File: src/rtl/ram_if_pkg.sv
// Shared MIG app-interface definitions for the DDR3 reader/writer pair.
package ram_if_pkg;

    localparam logic [2:0] MIG_CMD_WRITE = 3'b000;
    localparam logic [2:0] MIG_CMD_READ  = 3'b001;
    localparam int         BURST_WORDS   = 8;

    typedef logic [127:0] burst_t;

    typedef enum logic [1:0] {
        FILL,
        DATA0,
        DATA1,
        CMD
    } wr_state_e;

    function automatic logic [BURST_WORDS-1:0] word_sel(input logic [2:0] idx);
        return 8'b0000_0001 << idx;
    endfunction

endpackage

File: src/rtl/ram_burst_buffer.sv
// 8x16 coalescing buffer for one BL=8 burst: words, valid bits, base, byte mask.
// Define RAM_WRITER_BYTE_MASK_EN to mask out words never written in this burst.
module ram_burst_buffer
    import ram_if_pkg::*;
#(
    parameter int ADDR_W = 27
) (
    input  logic                   clk,
    input  logic                   reset_n,
    input  logic                   i_load,
    input  logic                   i_clear,
    input  logic [ADDR_W-1:0]      i_addr,
    input  logic [15:0]            i_data,
    output logic [127:0]           o_data,
    output logic [BURST_WORDS-1:0] o_valid,
    output logic [ADDR_W-1:0]      o_base,
    output logic [7:0]             o_mask_hi,
    output logic [7:0]             o_mask_lo
);

    burst_t                 r_buf;
    logic [BURST_WORDS-1:0] r_valid;
    logic [ADDR_W-1:0]      r_base;

    always_ff @(posedge clk or negedge reset_n) begin
        if (!reset_n) begin
            r_buf   <= '0;
            r_valid <= '0;
            r_base  <= '0;
        end else if (i_clear) begin
            r_buf   <= '0;
            r_valid <= '0;
        end else if (i_load) begin
            r_buf[{i_addr[2:0], 4'b0000} +: 16] <= i_data;
            r_valid <= r_valid | word_sel(i_addr[2:0]);
            r_base  <= {i_addr[ADDR_W-1:3], 3'b000};
        end
    end

    assign o_data  = r_buf;
    assign o_valid = r_valid;
    assign o_base  = r_base;

`ifdef RAM_WRITER_BYTE_MASK_EN
    // Upper beat carries words 4-7, lower beat words 0-3.
    always_comb begin
        o_mask_hi = '0;
        o_mask_lo = '0;
        for (int w = 0; w < 4; w++) begin
            o_mask_lo[2*w +: 2] = {2{~r_valid[w]}};
            o_mask_hi[2*w +: 2] = {2{~r_valid[w+4]}};
        end
    end
`else
    assign o_mask_hi = 8'h00;
    assign o_mask_lo = 8'h00;
`endif

endmodule

File: src/rtl/ram_writer.sv
// Coalescing 16-bit word writer onto the DDR3 MIG app interface.
// Optional RAM_WRITER_BYTE_MASK_EN preserves unwritten words of partial bursts.
module ram_writer
    import ram_if_pkg::*;
#(
    parameter int ADDR_W            = 27,
    parameter int IDLE_FLUSH_CYCLES = 64
) (
    input  logic              clk,
    input  logic              reset_n,
    input  logic [ADDR_W-1:0] write_address,
    input  logic [15:0]       write_data,
    input  logic              write_valid,
    output logic              write_ready,
    input  logic              flush,
    output logic              busy,
    output logic [ADDR_W-1:0] ram_address,
    output logic [2:0]        ram_cmd,
    output logic              ram_en,
    input  logic              ram_rdy,
    output logic [63:0]       ram_wdf_data,
    output logic              ram_wdf_wren,
    output logic              ram_wdf_end,
    output logic [7:0]        ram_wdf_mask,
    input  logic              ram_wdf_rdy
);

    localparam int IW = $clog2(IDLE_FLUSH_CYCLES + 2);

    wr_state_e r_state;
    logic      r_wren;
    logic      r_end;
    logic      r_en;
    logic [IW-1:0] r_idle;

    logic [127:0]           w_buf;
    logic [BURST_WORDS-1:0] w_valid;
    logic [BURST_WORDS-1:0] w_valid_next;
    logic [ADDR_W-1:0]      w_base;
    logic [7:0]             w_mask_hi;
    logic [7:0]             w_mask_lo;
    logic                   w_any_valid;
    logic                   w_accept;
    logic                   w_clear;
    logic                   w_idle_hit;
    logic                   w_trigger;
    logic                   w_flush_go;

    ram_burst_buffer #(
        .ADDR_W (ADDR_W)
    ) u_buf (
        .clk       (clk),
        .reset_n   (reset_n),
        .i_load    (w_accept),
        .i_clear   (w_clear),
        .i_addr    (write_address),
        .i_data    (write_data),
        .o_data    (w_buf),
        .o_valid   (w_valid),
        .o_base    (w_base),
        .o_mask_hi (w_mask_hi),
        .o_mask_lo (w_mask_lo)
    );

    assign w_any_valid = |w_valid;
    assign write_ready = (r_state == FILL) &&
                         (!w_any_valid ||
                          write_address[ADDR_W-1:3] == w_base[ADDR_W-1:3]);
    assign w_accept    = write_valid && write_ready;
    assign w_clear     = (r_state == CMD) && ram_rdy;

    assign w_valid_next = w_valid |
                          (w_accept ? word_sel(write_address[2:0]) : '0);

    // r_idle counts cycles since the last accept, the accept cycle included.
    assign w_idle_hit = (IDLE_FLUSH_CYCLES != 0) && !w_accept &&
                        (int'(r_idle) + 1 >= IDLE_FLUSH_CYCLES);

    assign w_trigger  = (&w_valid_next) ||
                        (write_valid && !write_ready) ||
                        flush || w_idle_hit;
    assign w_flush_go = (r_state == FILL) && (|w_valid_next) && w_trigger;

    always_ff @(posedge clk or negedge reset_n) begin
        if (!reset_n) begin
            r_idle <= '0;
        end else if (w_clear) begin
            r_idle <= '0;
        end else if (w_accept) begin
            r_idle <= IW'(1);
        end else if (r_state == FILL && w_any_valid && r_idle != '1) begin
            r_idle <= r_idle + 1'b1;
        end
    end

    always_ff @(posedge clk or negedge reset_n) begin
        if (!reset_n) begin
            r_state <= FILL;
            r_wren  <= 1'b0;
            r_end   <= 1'b0;
            r_en    <= 1'b0;
        end else begin
            unique case (r_state)
                FILL: begin
                    if (w_flush_go) begin
                        r_state <= DATA0;
                        r_wren  <= 1'b1;
                        r_end   <= 1'b0;
                    end
                end
                DATA0: begin
                    if (ram_wdf_rdy) begin
                        r_state <= DATA1;
                        r_end   <= 1'b1;
                    end
                end
                DATA1: begin
                    if (ram_wdf_rdy) begin
                        r_state <= CMD;
                        r_wren  <= 1'b0;
                        r_end   <= 1'b0;
                        r_en    <= 1'b1;
                    end
                end
                CMD: begin
                    if (ram_rdy) begin
                        r_state <= FILL;
                        r_en    <= 1'b0;
                    end
                end
            endcase
        end
    end

    // Non-end beat carries the upper words, matching the read path.
    always_comb begin
        ram_wdf_data = 64'h0;
        ram_wdf_mask = 8'h00;
        if (r_state == DATA0) begin
            ram_wdf_data = w_buf[127:64];
            ram_wdf_mask = w_mask_hi;
        end else if (r_state == DATA1) begin
            ram_wdf_data = w_buf[63:0];
            ram_wdf_mask = w_mask_lo;
        end
    end

    assign ram_wdf_wren = r_wren;
    assign ram_wdf_end  = r_end;
    assign ram_en       = r_en;
    assign ram_cmd      = MIG_CMD_WRITE;
    assign ram_address  = (r_state == CMD) ? w_base : '0;
    assign busy         = (r_state != FILL) || w_any_valid;

endmodule
File: config.mk
export PLATFORM = sky130hd
export DESIGN_NAME = ram_writer
export DESIGN_NICKNAME = d
export VERILOG_FILES = /design/src/rtl/ram_if_pkg.sv /design/src/rtl/ram_burst_buffer.sv /design/src/rtl/ram_writer.sv
export SDC_FILE = /design/constraint.sdc
export NUM_CORES = 1
export LEC_CHECK = 0
export CAP_MARGIN = 10
export CORE_MARGIN = 1.5
export CORE_UTILIZATION = 53
export CTS_CLUSTER_SIZE = 12
export DETAILED_ROUTE_END_ITERATION = 10
export GPL_ROUTABILITY_DRIVEN = 0
export PLACE_DENSITY = 0.81
export SLEW_MARGIN = 40
export SYNTH_ARGS = -nofsm -noshare
export SYNTH_HDL_FRONTEND = slang
export SYNTH_SLANG_ARGS = --single-unit
File: constraint.sdc
create_clock -name clk -period 3.6 [get_ports clk]
set_clock_uncertainty 0.15 [all_clocks]
set_input_delay 0.36 -clock clk [delete_from_list [all_inputs] [get_ports clk]]
set_output_delay 0.36 -clock clk [all_outputs]
set_load 0.02 [all_outputs]
==> impl_metrics.sql, run 1 <==
INSERT INTO impl_metrics (metric_group, metric, value, unit) VALUES
('synth', 'synth_ff_type', 'dfrtp_1', ''),
('floorplan', 'core.rowCount', '46', ''),
('finish', 'num-nets-final', '1065', ''),
('setup_path', 'timing.critical_path.to_type', 'output port', ''),
('global_route', 'grt-busiest-layer', 'met2', ''),
('cts', 'clkSinkCount', '172', ''),
('setup_path', 'critical_path.cell_chain', 'inv_1, ha_1, nor2b_4, buf_6, a22o_1, clkdlybuf4s50_1', ''),
('synth', 'synth.ff_latch_count', '172', ''),
('setup_path', 'worstReg2RegEnd', 'r_state[1]', ''),
('global_route', 'global_routing_met2_resource_utilization', '0.419', ''),
('worst_hold_path', 'hold_path.class', 'register to register', ''),
('synth', 'syn_avg_cell_area', '9.68', 'µm²'),
('global_route', 'grt_pass1_vias', '6594', ''),
('placed_design', 'dp_worst_setup_slack', '255', 'ps'),
('setup_path', 'critical-path-max-stage-delay', '630', 'ps'),
('timing', 'final.min_clock_period', '3380', 'ps'),
('routing', 'drtPass1Iterations', '5', ''),
('finish', 'finalInstanceArea', '10800', 'µm²'),
('synth', 'portion_of_the_post_synthesis_area_used_by_sequential_elements', '0.507', ''),
('global_route', 'grt_antenna_before_repair', '0', ''),
('timing', 'final-hold-violation-count', '0', ''),
('finish', 'final_layout_size_suffix_gt1_frac', '0.0906', ''),
('synth', 'number_of_flops_mapped_to_enable_cells_by_yosys', '0', ''),
('timing', 'rsz0062_at_grt', 'no', ''),
('finish', 'layout_commonest_cell', 'nor2_1', ''),
('setup_path', 'worstPathMaxFanout', '63', ''),
('finish', 'postLayoutCoreUtil', '0.683', ''),
('cts', 'max-clock-path-buffers', '2', ''),
('floorplan', 'ios', '156', ''),
('cts', 'tritoncts', 'done', ''),
('setup_path', 'r2r_setup_slack', '320', 'ps'),
('routing', 'number_of_vias_after_detailed_routing', '6902', ''),
('setup_path', 'worstRegToRegCells', '9', ''),
('placed_design', 'dp_hpwl', '13700', 'µm'),
('global_route', 'globalRouteOverflowTotal', '0', ''),
('cts', 'cts_made_buffers', '17', ''),
('synth', 'post_synth_num_cell_types', '46', ''),
('setup_path', 'critPathTopFamily', 'buffers and inverters', ''),
('setup_path', 'path_buf_inv', '3', ''),
('placed_design', 'io_buffers', '141', ''),
('timing', 'maxSlewHeadroom', '0.505', ''),
('timing', 'setup-violations-final', '0', ''),
('finish', 'most-common-layout-cells', 'nor2_1, dfrtp_1, clkdlybuf4s50_1', ''),
('power', 'leakagePower', '4.90', 'nW'),
('timing', 'slew_violations', '0', ''),
('cts', 'cts_htree_levels', '4', ''),
('routing', 'drt_first_iter_violations', '610', ''),
('run', 'max-cap-violations', '0', ''),
('power', 'powerDensity', '669', 'nW/µm²'),
('timing', 'final.setup.worst_slack', '220', 'ps'),
('timing', 'max_freq', '296', 'MHz'),
('global_route', 'grt_usage', '0.259', ''),
('floorplan', 'floorplan.initialDensity', '0.539', ''),
('routing', 'post_drt_via_cell_ratio', '5.61', ''),
('routing', 'wire_per_inst', '17.3', 'µm'),
('cts', 'clockRootBuffer', 'clkbuf_16', ''),
('floorplan', 'core_region_area', '15800', 'µm²'),
('floorplan', 'die_w', '130', 'µm'),
('synth', 'ys_warns', '0', ''),
('routing', 'wl', '21300', 'µm'),
('setup_path', 'crit_start', 'r_state[0]', ''),
('finish', 'instances_no_fill', '1231', ''),
('placed_design', 'place.detailed.instances', '1198', ''),
('routing', 'postRouteAntennaNets', '0', ''),
('setup_path', 'slowest_stage', 'clkdlybuf4s50_1', ''),
('run_status', 'run_status', 'finished, final reports clean', ''),
('global_route', 'grt_util_met3', '0.0446', ''),
('setup_path', 'critPathArrivalTime', '2870', 'ps'),
('worst_hold_path', 'whs_endpoint', 'u_buf.o_data[28]', ''),
('global_route', 'grtUsageMet1', '0.353', ''),
('timing', 'worst-slew-pin-transition', '742', 'ps');
## Yosys cell counts, types with 2 or more instances
cell type  count
a31o_2         2
a22o_1        64
a31oi_1        6
nor2_1       193
nor4_1         3
ha_1          13
o21ai_0        4
a21oi_1       91
nor2b_1        2
inv_1         11
mux2i_1       49
and2_1        27
buf_2          2
nor3_1         2
mux2_2        25
a21o_1         2
clkbuf_1      51
or4_4          2
o22ai_1        2
nand3_1       12
dfrtp_1      172
buf_4         15
buf_1          2
nand4_1       11
nand2_1       66
xnor2_1       22
xor2_1         7
## cell type report
cell class / instances / area [µm²] / area share
Tap cell: 216 / 270 / 0.0251
Clock inverter: 10 / 140 / 0.0130
Multi-Input combinational cell: 637 / 3890 / 0.362
Clock buffer: 21 / 450 / 0.0418
Inverter: 11 / 41.3 / 0.00384
Sequential cell: 172 / 4300 / 0.400
Timing Repair Buffer: 164 / 1660 / 0.154
## logic make-up (layout without fill, tap and decap cells)
group / count (synthesis) / in the layout / synth area share
fa+ha+maj: 13 / 13 / 0.0192
other cells: 1 / 14 / 0.000442
flops: 172 / 172 / 0.507
xor+xnor: 29 / 29 / 0.0299
buf+inv: 81 / 206 / 0.0427
mux: 75 / 75 / 0.0927
simple gates: 326 / 326 / 0.167
compound gates: 180 / 180 / 0.141
## state kept, by name (all words and copies together) (netlist names)
signal	flops
u_buf.o_data	128
r_state	2
r_idle	7
ram_wdf_wren	1
u_buf.o_base	24
ram_wdf_end	1
u_buf.o_valid	8
ram_en	1
## stage by stage
| stage | hold WS, ps | total power (W) |
|---|---|---|
| finish | 364 | 0.00720 |
| global route | 386 | 0.00756 |
| CTS | 368 | 0.00718 |
| detailed placement | 343 | 0.00532 |
| global placement | 344 | 0.00525 |
| floorplan | -85.6 | 0.00438 |
## tightest hold or removal path, delay by kind of cell (launching register included)
kind	cells	cell delay, ps
and+or+nand+nor	1	70
DFF	1	340
AOI/OAI and AO/OA	1	60
## routing by layer
metal  wire length [µm]  up-vias
met4                429        0
met2              10400      253
met3               1250       32
met1               9250     3399
met5                  0        -
li1                   -     3218
## where the power goes
group          leakage, nW  internal (W)  total (W)  switching (W)
Clock                0.280       0.00111    0.00187       0.000761
Combinational         2.29       0.00116    0.00267        0.00151
Sequential            2.33       0.00236    0.00266       0.000305
## how the worst max path moves through the flow
stage | end | slack [ps] | cells past startpoint
CTS | ram_wdf_data[16] | 70 | 6
finish | ram_wdf_data[16] | 220 | 6
detailed placement | r_state[1] | 250 | 11
global route | ram_wdf_data[17] | 60 | 6
global placement | r_state[1] | 320 | 11
floorplan | u_buf.o_data[70] | 450 | 12
## what timing repair did
item                                   in CTS  in global routing
setup endpoints to repair                   0                 47
hold buffers                                1                  0
gates resized for setup                     0                  1
endpoints found under the hold margin      85                  0
(Power assumes the default switching activity.)
==> run 2: changes to the inputs <==
CORE_UTILIZATION = 48   (was 53)
PLACE_DENSITY = 0.77   (was 0.81)
SETUP_SLACK_MARGIN = 0.05   (was unset)
clock period = 2.8 ns   (was 3.6 ns; I/O delays follow)
==> impl_metrics.sql, run 2 (synthesis results as in run 1) <==
INSERT INTO impl_metrics (metric_group, metric, value, unit) VALUES
('global_route', 'grt_util_met3', '0.0589', ''),
('setup_path', 'timing.critical_path.to_type', 'register', ''),
('setup_path', 'critPathTopFamily', 'simple AND/OR/NAND/NOR gates', ''),
('cts', 'clkSlewWorstSetupHoldPaths', '60', 'ps'),
('timing', 'final.setup.worst_slack', '-352', 'ps'),
('global_route', 'pin_count_of_the_biggest_net_entering_global_routing', '135', ''),
('routing', 'wire_per_inst', '17.7', 'µm'),
('setup_path', 'worstPathMaxFanout', '4', ''),
('global_route', 'globalRouteOverflowTotal', '0', ''),
('placed_design', 'io_buffers', '141', ''),
('timing', 'final-hold-violation-count', '0', ''),
('floorplan', 'floorplan.initialDensity', '0.491', ''),
('power', 'powerDensity', '889', 'nW/µm²'),
('routing', 'postRouteAntennaNets', '0', ''),
('routing', 'drcViolationCount', '0', ''),
('routing', 'number_of_vias_after_detailed_routing', '7243', ''),
('finish', 'largest_register_ffs', '128', ''),
('global_route', 'grtUsageMet1', '0.328', ''),
('cts', 'tritoncts', 'done', ''),
('routing', 'drtPass1Iterations', '5', ''),
('timing', 'fin_crit_sh', '1.13', ''),
('power', 'leakagePower', '5.47', 'nW'),
('timing', 'worst-slew-pin-transition', '731', 'ps'),
('cts', 'max-clock-path-buffers', '2', ''),
('run', 'max-cap-violations', '0', ''),
('global_route', 'grt_antenna_before_repair', '0', ''),
('run_status', 'violations', 'negative setup slack', ''),
('global_route', 'grt_usage', '0.254', ''),
('routing', 'post_drt_via_cell_ratio', '5.62', ''),
('placed_design', 'place.detailed.instances', '1245', ''),
('floorplan', 'ios', '156', ''),
('placed_design', 'dp_worst_setup_slack', '-343', 'ps'),
('setup_path', 'critPathArrivalTime', '3310', 'ps'),
('finish', 'final_layout_size_suffix_gt1_frac', '0.174', ''),
('cts', 'cts_htree_levels', '4', ''),
('finish', 'ant_cells', '0', ''),
('cts', 'cts_made_buffers', '17', ''),
('setup_path', 'critPathKind', 'register to register', ''),
('finish', 'num-nets-final', '1113', ''),
('floorplan', 'overall_die_area', '18500', 'µm²'),
('setup_path', 'slowest_stage', 'or4_4', ''),
('floorplan', 'die_w', '136', 'µm'),
('timing', 'max_freq', '317', 'MHz'),
('setup_path', 'path_buf_inv', '0', ''),
('cts', 'clkLatencyLatePin', '430', 'ps'),
('cts', 'clkSinkCount', '172', ''),
('finish', 'layout_commonest_cell', 'nor2_1', ''),
('worst_hold_path', 'hold_path.class', 'input pin to asynchronous set/reset pin', ''),
('cts', 'clockRootBuffer', 'clkbuf_16', ''),
('setup_path', 'required_time_of_the_critical_path', '2960', 'ps'),
('finish', 'finalInstanceArea', '11300', 'µm²'),
('placed_design', 'postPlaceCellArea', '10600', 'µm²'),
('global_route', 'grt_pass1_wl', '36500', 'µm'),
('setup_path', 'critical-path-max-stage-delay', '560', 'ps'),
('placed_design', 'dp_hpwl', '14400', 'µm'),
('finish', 'most-common-layout-cells', 'nor2_1, dfrtp_1, a21oi_1', ''),
('timing', 'rsz0062_at_grt', 'yes', ''),
('timing', 'maxSlewHeadroom', '0.513', ''),
('timing', 'slew_violations', '0', ''),
('setup_path', 'critical_path.cell_chain', 'or4_4, nor3_4, a21oi_1, or4b_1, a221o_1, nor3_2, a21oi_2, a21o_1, mux2_4', ''),
('global_route', 'global_routing_met2_resource_utilization', '0.411', ''),
('timing', 'setup-violations-final', '50', ''),
('setup_path', 'worstSetupStartpointType', 'register', ''),
('global_route', 'grt-busiest-layer', 'met2', ''),
('timing', 'final.min_clock_period', '3150', 'ps'),
('global_route', 'grt_pass1_vias', '7197', ''),
('routing', 'drt_first_iter_violations', '504', ''),
('routing', 'wl', '22900', 'µm'),
('run_status', 'run_status', 'finished with violations', ''),
('floorplan', 'chipHeight', '136', 'µm'),
('finish', 'synth_to_final_area_change', '33.1', '%'),
('floorplan', 'core_region_area', '17300', 'µm²'),
('power', 'ir_drop', '546', 'µV'),
('finish', 'instances_no_fill', '1289', ''),
('floorplan', 'core.rowCount', '48', '');
[run 2: cell types whose count changed in the layout (fill, tap and decap cells not counted), sizes merged]
cell | before | now
clkbuf | 23 | 44
clkinv | 3 | 4
bufbuf | 0 | 2
clkinvlp | 3 | 2
inv | 12 | 13
bufinv | 3 | 4
dlygate4sd2 | 0 | 38
buf | 21 | 71
clkdlybuf4s15 | 0 | 2
clkdlybuf4s50 | 140 | 74
[run 2: area by class of cell]
class / instances / area (µm²)
fill: 1386 / 5990
sequential: 172 / 4300
multi-input combinational: 637 / 4010
timing repair buffer: 212 / 2010
clock buffer: 20 / 467
tap: 225 / 282
clock inverter: 12 / 184
inverter: 11 / 41.3
[run 2: timing repair]
| item | in CTS | in global routing |
|---|---|---|
| buffers inserted | 6 | 3 |
| gates resized for setup | 93 | 55 |
| pin swaps | 6 | 5 |
| hold buffers | 1 | 0 |
| setup endpoints to repair | 102 | 98 |
| endpoints found under the hold margin | 73 | 0 |
| cloned | 3 | 0 |
[run 2: power breakdown]
group	total [W]	internal [W]	switching, W
combinational	0.00407	0.00190	0.00217
clock	0.00257	0.00157	0.00100
sequential	0.00340	0.00303	0.000372
[run 2: final timing paths]
| kind | start | end | slack [ps] | cells after the start |
|---|---|---|---|---|
| min reg2reg | u_buf.o_data[90] | u_buf.o_data[90] | 370 | 2 |
| max reg2reg | u_buf.o_valid[1] | r_state[1] | -350 | 9 |
| min | reset_n | u_buf.o_data[101] | 300 | 2 |
| max in group asynchronous | reset_n | u_buf.o_valid[7] | 1430 | 3 |
| max | u_buf.o_valid[1] | r_state[1] | -350 | 9 |
| min in group clk | u_buf.o_data[90] | u_buf.o_data[90] | 370 | 2 |
[run 2: routing by layer]
metal	wire (µm)	vias up
met2	11200	266
met4	707	0
met1	9580	3608
li1	-	3320
met3	1400	49
met5	0	-
[run 2: stage by stage]
| stage | total power, W | util | setup TNS, ps | hold slack (ps) |
|---|---|---|---|---|
| floorplan | 0.00564 | - | -3170 | -166 |
| global placement | 0.00709 | 0.610 | -9750 | 222 |
| detailed placement | 0.00720 | 0.610 | -12760 | 218 |
| CTS | 0.0100 | 0.656 | -2390 | 335 |
| global route | 0.0106 | 0.653 | -10060 | 373 |
| finish | 0.0100 | 0.653 | -3050 | 303 |
==> run 3: changes to the inputs <==
GPL_TIMING_DRIVEN = 1   (was unset)
==> results of run 3 <==
No change in the layout: final DEF, timing and power equal those of run 2.
==> RTL change 1 (flow settings as in run 2) <==
The 4 states of `wr_state_e` get a one-hot encoding in 4 bits.
--- a/src/rtl/ram_if_pkg.sv
+++ b/src/rtl/ram_if_pkg.sv
@@ -9,7 +9,7 @@
 
-    typedef enum logic [1:0] {
-        FILL,
-        DATA0,
-        DATA1,
-        CMD
+    typedef enum logic [3:0] {
+        FILL  = 4'b0001,
+        DATA0 = 4'b0010,
+        DATA1 = 4'b0100,
+        CMD   = 4'b1000
     } wr_state_e;
Function: same outputs for any inputs over 4 cycles, from zero or initial values and one cycle with reset_n low; so few cycles prove little.
==> RTL change 1 against run 2 <==
- routed wire length rose by 8.0%
- area after synthesis rose by 6.8%
- setup slack improved by 0.48 ns
- die area rose by 6.6%
- design area rose by 3.5%
- via count rose by 2.8%
- critical path type is now register to output pin
- count of clock-buffer cells in the layout fell by 1
- sequential cell count rose by 2
Power is not compared: it rests on default switching activity, and its combinational part moved more than twofold at a synthesized area within 25%.
==> RTL change 1: results (changes against run 2) <==
metric	value	unit	change
status	finished clean		
drive_gt1_share	13.7	%	-3.7 points
synthAdderAreaFrac	1.10	%	-0.81 points
critPathSlowestCell	clkdlybuf4s50_1		
largest_register_ffs	128		unchanged
post_cts_buffers	5		-1
cp.arrival	2.25	ns	-1.06 ns
synthTopCellsByArea	dfrtp_1, mux2i_1, a22o_1		
dr_wl_met3	1480	µm	+5.4%
relSlewSlack	54.7	%	+3.4 points
cts.sinks	174		+1.2%
clk_share	4.88	%	-0.88 points
grt_pass1_wl	40500	µm	+11%
leakagePower	5.92	nW	
critical-path-top-delay-family	buffers and inverters		
met3_usage	4.27	%	-1.6 points
grt_util_met2	41.0	%	-0.15 points
wl_met1	11100	µm	+16%
met1_usage	37.0	%	+4.2 points
gr-usage-all-layers	26.2	%	+0.83 points
synthXorXnorAreaFrac	2.80	%	-0.19 points
inverters	21		+10
rr_endpoint	r_state[0]		
ys_top_cells_by_count	dfrtp_1, nand2_1, mux2i_1		
routedWlPerCell	19.3	µm	+8.7%
switching_share	31.8	%	
wl_met2	11500	µm	+3.0%
synth_cell_types	53		+15%
pre_cts_slack	-0.0508	ns	+0.292 ns
nClkBuffers	19		-5.0%
dpl.hpwl	16300	µm	+13%
yosysSeqAreaShare	48.0	%	-2.7 points
reg2reg_from	r_state[0]		
holdWs	0.306	ns	+0.00342 ns
placeableCoreArea	18600	µm²	+7.8%
r2r_slack	0.25	ns	+0.60 ns
reg2reg_depth	7		-2
vias	7448		+2.8%
nNonClkBuffers	208		-1.9%
grt_pass1_vias	7546		+4.8%
dp.cells	1239		-0.48%
grt_max_degree	81		-40%
antenna_found_initial	1		+1
crit_fanout	27		+23
nFillCells	1489		+7.4%
muxShareOfSynthArea	13.8	%	+4.5 points
synth_cells	879		+0.23%
multiInputGateArea	4350	µm²	+8.5%
seqCellArea	4360	µm²	+1.3%
cpPeakStageDelay	0.62	ns	+0.06 ns
buf_share	17.5	%	-0.31 points
place_area	11000	µm²	+4.7%
fin_cells	1280		-0.70%
post_cts_resized	73		-22%
==> RTL change 1: power groups by stage <==
| stage | combinational, W | clock, W | sequential (W) |
|---|---|---|---|
| floorplan | 0.000763 | 0 | 0.00283 |
| global placement | 0.00128 | 0 | 0.00284 |
| detailed placement | 0.00130 | 0 | 0.00285 |
| CTS | 0.00151 | 0.00236 | 0.00282 |
| global route | 0.00164 | 0.00246 | 0.00284 |
| finish | 0.00151 | 0.00234 | 0.00282 |
==> RTL change 1: how the worst max path moves through the flow <==
stage                       end  cells after the start              from  slack (ns)
2_1_floorplan  u_buf.o_data[54]                     12  write_address[0]        0.11
3_3_place_gp        write_ready                      7  write_address[5]      -0.009
3_5_place_dp   u_buf.o_data[95]                      8  write_address[0]       -0.05
4_1_cts         ram_address[24]                      4        r_state[1]        0.08
5_1_grt         ram_address[24]                      4        r_state[1]        0.03
6_report        ram_address[24]                      4        r_state[1]        0.12
==> RTL change 2 (config.mk and constraints of run 2) <==
Without the edit above. Build with the macro `RAM_WRITER_BYTE_MASK_EN` defined.
--- a/src/rtl/ram_burst_buffer.sv
+++ b/src/rtl/ram_burst_buffer.sv
@@ -2,2 +2,4 @@
 // Define RAM_WRITER_BYTE_MASK_EN to mask out words never written in this burst.
+`define RAM_WRITER_BYTE_MASK_EN
+
 module ram_burst_buffer
Formal check against the unedited RTL: not equivalent (a bounded check fails within 4 cycles, from zero or initial values and one cycle with reset_n low).
==> RTL change 2 against run 2 <==
- power up 2.6%
- core utilization up 0.44 points
- routed wire length up 4.9%
- area after synthesis up 0.85%
- critical path depth down 2
- cell count down 1.3%
- setup slack better by 0.43 ns
- sequential cell count unchanged
- design area up 1.0%
- first-iteration DRC count up 50%
==> RTL change 2: results (changes against run 2) <==
metric	value	unit	change
syn_area_per_cell	9.68	µm²	about the same
rr_endpoint	u_buf.o_data[76]		
ys_top_cells_by_count	dfrtp_1, nand2_1, a21oi_1		
num-nets-final	1096		-1.5%
drive_gt1_share	14.6	%	-2.8 points
critPathSlowestCell	dfrtp_2		
gr-usage-all-layers	26.2	%	+0.78 points
dpl.hpwl	15100	µm	+5.0%
leakagePower	5.50	nW	+0.59%
status	finished clean		
r2r_slack	0.12	ns	+0.47 ns
yosysSeqAreaShare	50.2	%	-0.43 points
synthAdderAreaFrac	1.90	%	-0.016 points
post_cts_buffers	2		-4
avgViaCountPerCell	5.71		+1.6%
clkPwrFrac	24.5	%	-1.1 points
dp.cells	1226		-1.5%
grt_pass1_wl	37400	µm	+2.6%
netSwitchingPower	0.00383	W	+8.0%
crit_end	ram_wdf_data[3]		
routedWlPerCell	18.8	µm	+6.3%
cpPeakStageDelay	0.40	ns	-0.16 ns
vias	7265		+0.30%
synth_cell_types	44		-4.3%
tightest_slew	0.651	ns	-0.0798 ns
firstDrtPassIters	6		+1
peakVddDrop	0.000511	V	-6.4%
pre_cts_slack	-0.265	ns	+0.0781 ns
drtIter0Drc	754		+50%
synthXorXnorAreaFrac	2.86	%	-0.13 points
[RTL change 2: cells by family (layout without fill, tap and decap cells)]
family | after synthesis | in the layout
multiplexers | 77 | 77
buffers and inverters | 93 | 249
adder cells (fa/ha/maj) | 13 | 13
XOR/XNOR | 28 | 28
flip-flops | 172 | 172
other | 1 | 6
AND/OR/NAND/NOR | 323 | 323
AO/OA/AOI/OAI | 178 | 179
[RTL change 2: area by class of cell]
| cell class | count | area, µm² |
|---|---|---|
| fill | 1330 | 5940 |
| tap | 225 | 282 |
| multi-input combinational | 626 | 3990 |
| clock buffer | 17 | 425 |
| sequential | 172 | 4310 |
| timing repair buffer | 208 | 2180 |
| clock inverter | 15 | 205 |
| inverter | 9 | 33.8 |
[RTL change 2: metal layers]
metal	track usage (%)	wire (µm)	vias up
met5	0	0	-
met1	34.5	9860	3599
li1	-	-	3297
met3	5.48	1560	69
met4	10.5	859	0
met2	42.2	11700	300
